$ cat config.mk
export PLATFORM = sky130hd
export DESIGN_NAME = mc_controller
export DESIGN_NICKNAME = d
export VERILOG_FILES = /design/src/rtl/mc_controller.sv
export SDC_FILE = /design/constraint.sdc
export NUM_CORES = 1
export LEC_CHECK = 0
export ABC_AREA = 1
export CAP_MARGIN = 5
export CORE_MARGIN = 5
export CORE_UTILIZATION = 44
export DETAILED_ROUTE_END_ITERATION = 12
export PLACE_DENSITY_LB_ADDON = 0.12
export RECOVER_POWER = 100
export SYNTH_ARGS = -nofsm -noshare
export SYNTH_HDL_FRONTEND = slang
export SYNTH_SLANG_ARGS = --single-unit
$ cat constraint.sdc
create_clock -name clk -period 1.6 [get_ports clk]
set_clock_uncertainty 0.1 [all_clocks]
set_input_delay 0.32 -clock clk [delete_from_list [all_inputs] [get_ports clk]]
set_output_delay 0.32 -clock clk [all_outputs]
set_load 0.03 [all_outputs]
$ cat src/rtl/mc_controller.sv
// mc_controller: multicycle MIPS control FSM with memory-ready handshake and stall timeout.
// Optional macro MC_ILLEGAL_TRAP_EN: undefined opcodes enter a sticky TRAP state that
// raises illegal_op; without it an undefined opcode retires as a two-cycle NOP.
module mc_controller #(
  parameter int unsigned MEM_TIMEOUT = 15,
  parameter int unsigned CNT_W       = 4
) (
  input  logic       clk,
  input  logic       reset,
  input  logic [5:0] op,
  input  logic       mem_ready,
  output logic       iord,
  output logic       memwrite,
  output logic       irwrite,
  output logic       pcwrite,
  output logic       branch,
  output logic       bne,
  output logic       regdst,
  output logic       memtoreg,
  output logic       regwrite,
  output logic       alusrca,
  output logic [1:0] alusrcb,
  output logic       zeroext,
  output logic [1:0] aluop,
  output logic [1:0] pcsrc,
  output logic       instr_done,
  output logic       mem_timeout
`ifdef MC_ILLEGAL_TRAP_EN
  ,
  output logic       illegal_op
`endif
);

  localparam logic [5:0] OP_RTYPE = 6'b000000;
  localparam logic [5:0] OP_LW    = 6'b100011;
  localparam logic [5:0] OP_SW    = 6'b101011;
  localparam logic [5:0] OP_BEQ   = 6'b000100;
  localparam logic [5:0] OP_BNE   = 6'b000101;
  localparam logic [5:0] OP_ADDI  = 6'b001000;
  localparam logic [5:0] OP_ORI   = 6'b001101;
  localparam logic [5:0] OP_J     = 6'b000010;

  typedef enum logic [3:0] {
    S_FETCH,
    S_DECODE,
    S_MEMADR,
    S_MEMRD,
    S_MEMWB,
    S_MEMWR,
    S_EXECUTE,
    S_ALUWB,
    S_BEQ,
    S_BNE,
    S_ADDIEX,
    S_ORIEX,
    S_IWB,
    S_JUMP
`ifdef MC_ILLEGAL_TRAP_EN
    ,
    S_TRAP
`endif
  } state_t;

  state_t           state;
  state_t           state_nxt;
  logic [CNT_W-1:0] cnt;
  logic [CNT_W-1:0] cnt_nxt;
  logic             wait_st;
  logic             timeout_hit;

  // State register and memory wait counter
  always_ff @(posedge clk) begin
    if (reset) begin
      state <= S_FETCH;
      cnt   <= '0;
    end else begin
      state <= state_nxt;
      cnt   <= cnt_nxt;
    end
  end

  // Next-state and Moore output decode, with timeout abort and reset masking last
  always_comb begin
    state_nxt   = state;
    cnt_nxt     = '0;
    iord        = 1'b0;
    memwrite    = 1'b0;
    irwrite     = 1'b0;
    pcwrite     = 1'b0;
    branch      = 1'b0;
    bne         = 1'b0;
    regdst      = 1'b0;
    memtoreg    = 1'b0;
    regwrite    = 1'b0;
    alusrca     = 1'b0;
    alusrcb     = 2'b00;
    zeroext     = 1'b0;
    aluop       = 2'b00;
    pcsrc       = 2'b00;
    instr_done  = 1'b0;
    mem_timeout = 1'b0;
`ifdef MC_ILLEGAL_TRAP_EN
    illegal_op  = 1'b0;
`endif

    wait_st     = (state == S_FETCH) || (state == S_MEMRD) || (state == S_MEMWR);
    timeout_hit = wait_st && !mem_ready && (MEM_TIMEOUT != 0) &&
                  (cnt == CNT_W'(MEM_TIMEOUT));
    if (wait_st && !mem_ready) begin
      cnt_nxt = cnt + CNT_W'(1);
    end

    case (state)
      S_FETCH: begin
        alusrcb = 2'b01;
        irwrite = mem_ready;
        pcwrite = mem_ready;
        if (mem_ready) begin
          state_nxt = S_DECODE;
        end
      end
      S_DECODE: begin
        alusrcb = 2'b11;
        case (op)
          OP_LW, OP_SW: state_nxt = S_MEMADR;
          OP_RTYPE:     state_nxt = S_EXECUTE;
          OP_BEQ:       state_nxt = S_BEQ;
          OP_BNE:       state_nxt = S_BNE;
          OP_ADDI:      state_nxt = S_ADDIEX;
          OP_ORI:       state_nxt = S_ORIEX;
          OP_J:         state_nxt = S_JUMP;
          default: begin
`ifdef MC_ILLEGAL_TRAP_EN
            state_nxt  = S_TRAP;
`else
            state_nxt  = S_FETCH;
            instr_done = 1'b1;
`endif
          end
        endcase
      end
      S_MEMADR: begin
        alusrca   = 1'b1;
        alusrcb   = 2'b10;
        state_nxt = (op == OP_LW) ? S_MEMRD : S_MEMWR;
      end
      S_MEMRD: begin
        iord = 1'b1;
        if (mem_ready) begin
          state_nxt = S_MEMWB;
        end
      end
      S_MEMWB: begin
        memtoreg   = 1'b1;
        regwrite   = 1'b1;
        instr_done = 1'b1;
        state_nxt  = S_FETCH;
      end
      S_MEMWR: begin
        iord     = 1'b1;
        memwrite = 1'b1;
        if (mem_ready) begin
          instr_done = 1'b1;
          state_nxt  = S_FETCH;
        end
      end
      S_EXECUTE: begin
        alusrca   = 1'b1;
        aluop     = 2'b10;
        state_nxt = S_ALUWB;
      end
      S_ALUWB: begin
        regdst     = 1'b1;
        regwrite   = 1'b1;
        instr_done = 1'b1;
        state_nxt  = S_FETCH;
      end
      S_BEQ: begin
        alusrca    = 1'b1;
        aluop      = 2'b01;
        pcsrc      = 2'b01;
        branch     = 1'b1;
        instr_done = 1'b1;
        state_nxt  = S_FETCH;
      end
      S_BNE: begin
        alusrca    = 1'b1;
        aluop      = 2'b01;
        pcsrc      = 2'b01;
        bne        = 1'b1;
        instr_done = 1'b1;
        state_nxt  = S_FETCH;
      end
      S_ADDIEX: begin
        alusrca   = 1'b1;
        alusrcb   = 2'b10;
        state_nxt = S_IWB;
      end
      S_ORIEX: begin
        alusrca   = 1'b1;
        alusrcb   = 2'b10;
        aluop     = 2'b11;
        zeroext   = 1'b1;
        state_nxt = S_IWB;
      end
      S_IWB: begin
        regwrite   = 1'b1;
        instr_done = 1'b1;
        state_nxt  = S_FETCH;
      end
      S_JUMP: begin
        pcsrc      = 2'b10;
        pcwrite    = 1'b1;
        instr_done = 1'b1;
        state_nxt  = S_FETCH;
      end
`ifdef MC_ILLEGAL_TRAP_EN
      S_TRAP: begin
        illegal_op = 1'b1;
        state_nxt  = S_TRAP;
      end
`endif
      default: state_nxt = S_FETCH;
    endcase

    // A stalled access that hits the limit is abandoned with no side effects
    if (timeout_hit) begin
      state_nxt   = S_FETCH;
      cnt_nxt     = '0;
      memwrite    = 1'b0;
      irwrite     = 1'b0;
      pcwrite     = 1'b0;
      regwrite    = 1'b0;
      branch      = 1'b0;
      bne         = 1'b0;
      instr_done  = 1'b0;
      mem_timeout = 1'b1;
    end

    // Reset blocks every side effect in the cycle it is asserted
    if (reset) begin
      memwrite    = 1'b0;
      irwrite     = 1'b0;
      pcwrite     = 1'b0;
      regwrite    = 1'b0;
      branch      = 1'b0;
      bne         = 1'b0;
      instr_done  = 1'b0;
      mem_timeout = 1'b0;
    end
  end

endmodule
==> metrics.md, run 1 <==
| Metric | Value |
|---|---|
| Synth Area in Compound Gates | `under 10%` |
| Post-synth ARST share | `0%` |
| Dominant cell type by area after synthesis | `dfxtp_1` |
| TritonCTS buffer count | `3` |
| Post-CTS Repair Setup Buffers | `12` |
| Count of different cell masters after synthesis | `26` |
| Cell row count | `15` |
| Post-Syn Instances | `142` |
| Die height | `approximately 53 um` |
| Run status | `aborted with a tool error` |
| Post-synth EDFFs | `0` |
| Largest family of logic cells by synthesized area | `simple AND/OR/NAND/NOR gates` |
| # hold bufs at CTS | `0` |
| IO Port Bufs | `27` |
| Synth Area in Simple Gates | `57.3%` |
| H-tree depth | `1` |
| Synth Area in XOR/XNOR | `2.17%` |
| Io pins | `28` |
| Mux share of post-synthesis cell area | `0%` |
| Synthesized cell area | `around 810 um2` |
| Post-synthesis sequential area ratio | `19.9%` |
| List of most frequent post-synthesis cells | `nor2_1, nand2_1, inv_1` |
| Hpwl dp | `between 2000 and 2500 um` |
| CTS Sinks | `8` |
| #FFs+latches synth | `8` |
| Adder-cell share of the synthesized area | `1.55%` |
| Most frequent cell after synthesis | `nor2_1` |
| Syn avg cell area | `~5.7 um2` |
| Clock tree buffer depth | `2` |
| GPL Wtd Cong | `~0.85` |
| Synth Net Count | `about 150` |
| Post-CTS sizing | `89` |
| Die Span X | `approximately 53 um` |
| Initial Util | `between 40% and 50%` |
| Top cell type's share of synthesized area | `a little under 20%` |
| Tool Error | `[ERROR DPL-0033] detailed placement checks failed during check placement.` |
| Warnings from Yosys | `0` |
| Failing step | `clock tree synthesis (4_1_cts)` |
| CTS root buf | `clkbuf_4` |
| Primary FF master, synth | `dfxtp_1` |
| Synth top area cells | `dfxtp_1, nor2_1, nand2_1, nand3_1, inv_1` |
==> stage by stage <==
| stage | setup TNS, ns | cells | cell area, um2 | util, % | worst slack, ns |
|---|---|---|---|---|---|
| floorplan | -0.519 | 142 | 846 | - | -0.187 |
| global placement | -2.45 | 224 | 1320 | 76.6 | -0.491 |
| detailed placement | -2.89 | 224 | 1320 | 76.6 | -0.533 |
==> cell families after synthesis <==
family                     after synthesis
AOI/OAI and AO/OA                        8
xor gates and xnor gates                 2
adders and majority gates                1
buffers and inverters                   22
DFF                                      8
and+or+nand+nor                        101
==> inputs of run 2 (changes only) <==
- CORE_AREA: unset -> 5 5 66 68
- CORE_MARGIN: 5 -> unset
- CORE_UTILIZATION: 44 -> unset
- DIE_AREA: unset -> 0 0 71 73
- PLACE_DENSITY_LB_ADDON: 0.12 -> 0.15
==> metrics.md, run 2 <==
| Metric | Value |
|---|---|
| Run status | `complete, but fails checks (was aborted with a tool error)` |
| Failing checks | `negative setup slack` |
| Final setup fails | `15` |
| Die height | `73 um (was 52.8 um)` |
| Clock latency on the worst-skew pair | `0.22 ns` |
| Area growth, synth to finish | `122%` |
| DR iter-0 viols | `20` |
| First-pass GRT wire length | `roughly 4600 um` |
| Utilization after layout | `a little under half` |
| Core area | `~0.0038 mm2` |
| Hold Path Cell Cnt | `1` |
| Maximum vdd drop | `roughly 0.27 mV` |
| ANT nets after route | `0` |
| Pre-CTS setup slack | `-0.569 ns (was -0.533 ns)` |
| Worst reg2reg endpoint | `state[3]` |
| Die Area | `roughly 0.0052 mm2` |
| Crit-path slowest cell | `dfxtp_4` |
| Hold Vio Cnt, Final | `0` |
| Post-synthesis sequential area ratio | `19.9% (unchanged)` |
| Die Span X | `71 um (was 52.8 um)` |
| CP Capture Type | `output port` |
| Clock period minus worst slack | `1.82 ns` |
| Post-synth ARST share | `0% (unchanged)` |
| Hpwl dp | `2250 um (was 2120 um)` |
| Most common cell after layout, fill and taps aside | `buf_4` |
| Synth top area cells | `dfxtp_1, nor2_1, nand2_1, nand3_1, inv_1 (unchanged)` |
| Crit-path max cell delay | `roughly 0.36 ns` |
| Arr. time, crit path | `1.40 ns` |
| Antenna violations before repair | `0` |
| Synth Net Count | `152 (unchanged)` |
| CTS root buf | `clkbuf_8 (was clkbuf_4)` |
| Cell row count | `23 (was 15)` |
| Final WS setup | `-0.225 ns` |
| Fmax | `between 500 and 600 MHz` |
| Dominant cell type by area after synthesis | `dfxtp_1 (unchanged)` |
| Final period util | `114%` |
| Hold Path Class | `flop to flop` |
| Critical path fanouts, max | `4` |
| FF-to-FF setup slack | `0.07 ns` |
| Setup_tns | `-1.70 ns` |
| Crit Path Class | `flop to output port` |
| Final hold slack | `~0.36 ns` |
| Largest registers | `cnt x4, state x4` |
| Drt total wl | `approximately 3000 um` |
| Clock tree buffer depth | `2 (unchanged)` |
| Hold endpoint | `cnt[0]` |
| RSZ-0062 raised after global routing | `true` |
| Post-synth EDFFs | `0 (unchanged)` |
| Vias in the first global route | `~1100` |
| Syn avg cell area | `5.67 um2 (unchanged)` |
| Startpoint types | `flop` |
| TritonCTS clock tree | `done` |
| DRT Pass-1 Iters | `4` |
| Pins Over Slew Limit | `0` |
| Drt via density | `4.27` |
| Max_cap viols | `0` |
| Crit path buf inv count | `4` |
| Synthesized cell area | `806 um2 (unchanged)` |
| Io pins | `28 (unchanged)` |
| Tot GR Track Use | `between 10% and 20%` |
| Pin count of the biggest net entering global routing | `8` |
| GPL Wtd Cong | `0.797 (was 0.850)` |
| Worst Reg-to-Reg Cells | `10` |
| Leak | `around 0.92 nW` |
| CTS clock-pin slew for the worst setup and hold paths | `around 0.04 ns` |
| GR Overflow Total | `0` |
| Initial Util | `21.2% (was 46.7%)` |
| Pwr per Cell Area | `just under 500 mW/mm2` |
| Most frequent cell after synthesis | `nor2_1 (unchanged)` |
| Count of different cell masters after synthesis | `26 (unchanged)` |
| Primary FF master, synth | `dfxtp_1 (unchanged)` |
| H-tree depth | `1 (unchanged)` |
| TritonCTS buffer count | `3 (unchanged)` |
| CTS Sinks | `8 (unchanged)` |
| Worst Path Required | `around 1.2 ns` |
| # hold bufs at CTS | `0 (unchanged)` |
| Residual DRC | `0` |
| Post-Syn Instances | `142 (unchanged)` |
| Final nets | `233` |
| #FFs+latches synth | `8 (unchanged)` |
| Worst r2r src | `state[0]` |
| Most frequent cells in the layout | `buf_4, nand2_1, buf_6, nor2_1, inv_1` |
| Worst Max-Slew Pin Slew | `roughly 0.2 ns` |
| Ant diodes | `0` |
| Warnings from Yosys | `0 (unchanged)` |
| List of most frequent post-synthesis cells | `nor2_1, nand2_1, inv_1 (unchanged)` |
| Vias | `between 1000 and 1500` |
| Layout cells sized above 1 | `60.2%` |
| Slew headroom | `a little under nine tenths` |
| Top cell type's share of synthesized area | `19.9% (unchanged)` |
| Largest delay share family, worst path | `flip-flops` |
| CP Cell Sequence | `buf_6, nand2_4, inv_2, nand3_2, nand3_4, a21oi_4, inv_2, nor2_4, buf_6` |
| IO Port Bufs | `27 (unchanged)` |
| Hold wc startpoint | `cnt[0]` |
| Avg WL per Cell | `approximately 11 um` |
==> run 2: cell counts after synthesis <==
Identical to the previous run, type by type.
==> run 2: worst max-delay path by stage <==
stage / cells after the start / slack (ns) / end / from
3_5_place_dp: 8 / -0.57 / instr_done / op[5]
4_1_cts: 9 / -0.25 / memwrite / state[0]
5_1_grt: 8 / -0.30 / instr_done / state[2]
2_1_floorplan: 6 / -0.19 / instr_done / state[2]
6_report: 9 / -0.22 / memwrite / state[0]
3_3_place_gp: 8 / -0.50 / instr_done / op[5]
==> run 2: metrics by stage <==
stage | total power, W | instance area [um2] | std cells
2_1_floorplan | 0.000391 | 846 | 142
3_3_place_gp | 0.000529 | 1380 | 253
3_5_place_dp | 0.000530 | 1380 | 253
4_1_cts | 0.000822 | 1620 | 264
5_1_grt | 0.000915 | 1790 | 271
6_report | 0.000870 | 1790 | 271
==> run 2: area by class of cell <==
| class | instances | area, um2 |
|---|---|---|
| clock buffer | 3 | 41.3 |
| fill | 391 | 2010 |
| inverter | 19 | 78.8 |
| timing repair buffer | 79 | 678 |
| multi-input combinational | 112 | 753 |
| sequential | 8 | 173 |
| tap | 50 | 62.6 |
==> run 2: routing by layer <==
| metal | track usage [%] | share of wire, % | vias up |
|---|---|---|---|
| met5 | 0 | 0 | - |
| met4 | 1.88 | 0.51 | 0 |
| met3 | 1.38 | 4.3 | 2 |
| met2 | 21.7 | 55 | 22 |
| met1 | 11.1 | 40 | 516 |
| li1 | - | - | 617 |
==> run 2: repair_timing <==
item / 4_1_cts / 5_1_grt
setup endpoints to repair: 18 / 19
endpoints found under the hold margin: 0 / 0
gates resized for setup: 60 / 43
pin swaps: 12 / 21
buffers inserted: 9 / 9
==> run 2: report_power, final <==
group          internal [W]  total [W]  switching, W
combinational      0.000202   0.000411      0.000209
sequential         0.000209   0.000224     0.0000140
clock              0.000162   0.000235     0.0000728
total              0.000574   0.000870      0.000296
==> run 2: cell families (layout without fill, tap and decap cells) <==
| kind of cell | Yosys count | after routing | synth area share [%] |
|---|---|---|---|
| AOI/OAI and AO/OA | 8 | 8 | 6.83 |
| and+or+nand+nor | 101 | 101 | 57.3 |
| adders and majority gates | 1 | 1 | 1.55 |
| xor gates and xnor gates | 2 | 2 | 2.17 |
| DFF | 8 | 8 | 19.9 |
| buffers and inverters | 22 | 101 | 12.3 |
==> run 2: worst register-to-register path, delay by kind of cell (launching register included) <==
family,cells,cell delay [ns]
AO/OA/AOI/OAI,1,0.09
buffers and inverters,3,0.37
flip-flops,1,0.36
AND/OR/NAND/NOR,6,0.54
No activity file was read; power rests on OpenSTA's default activity.
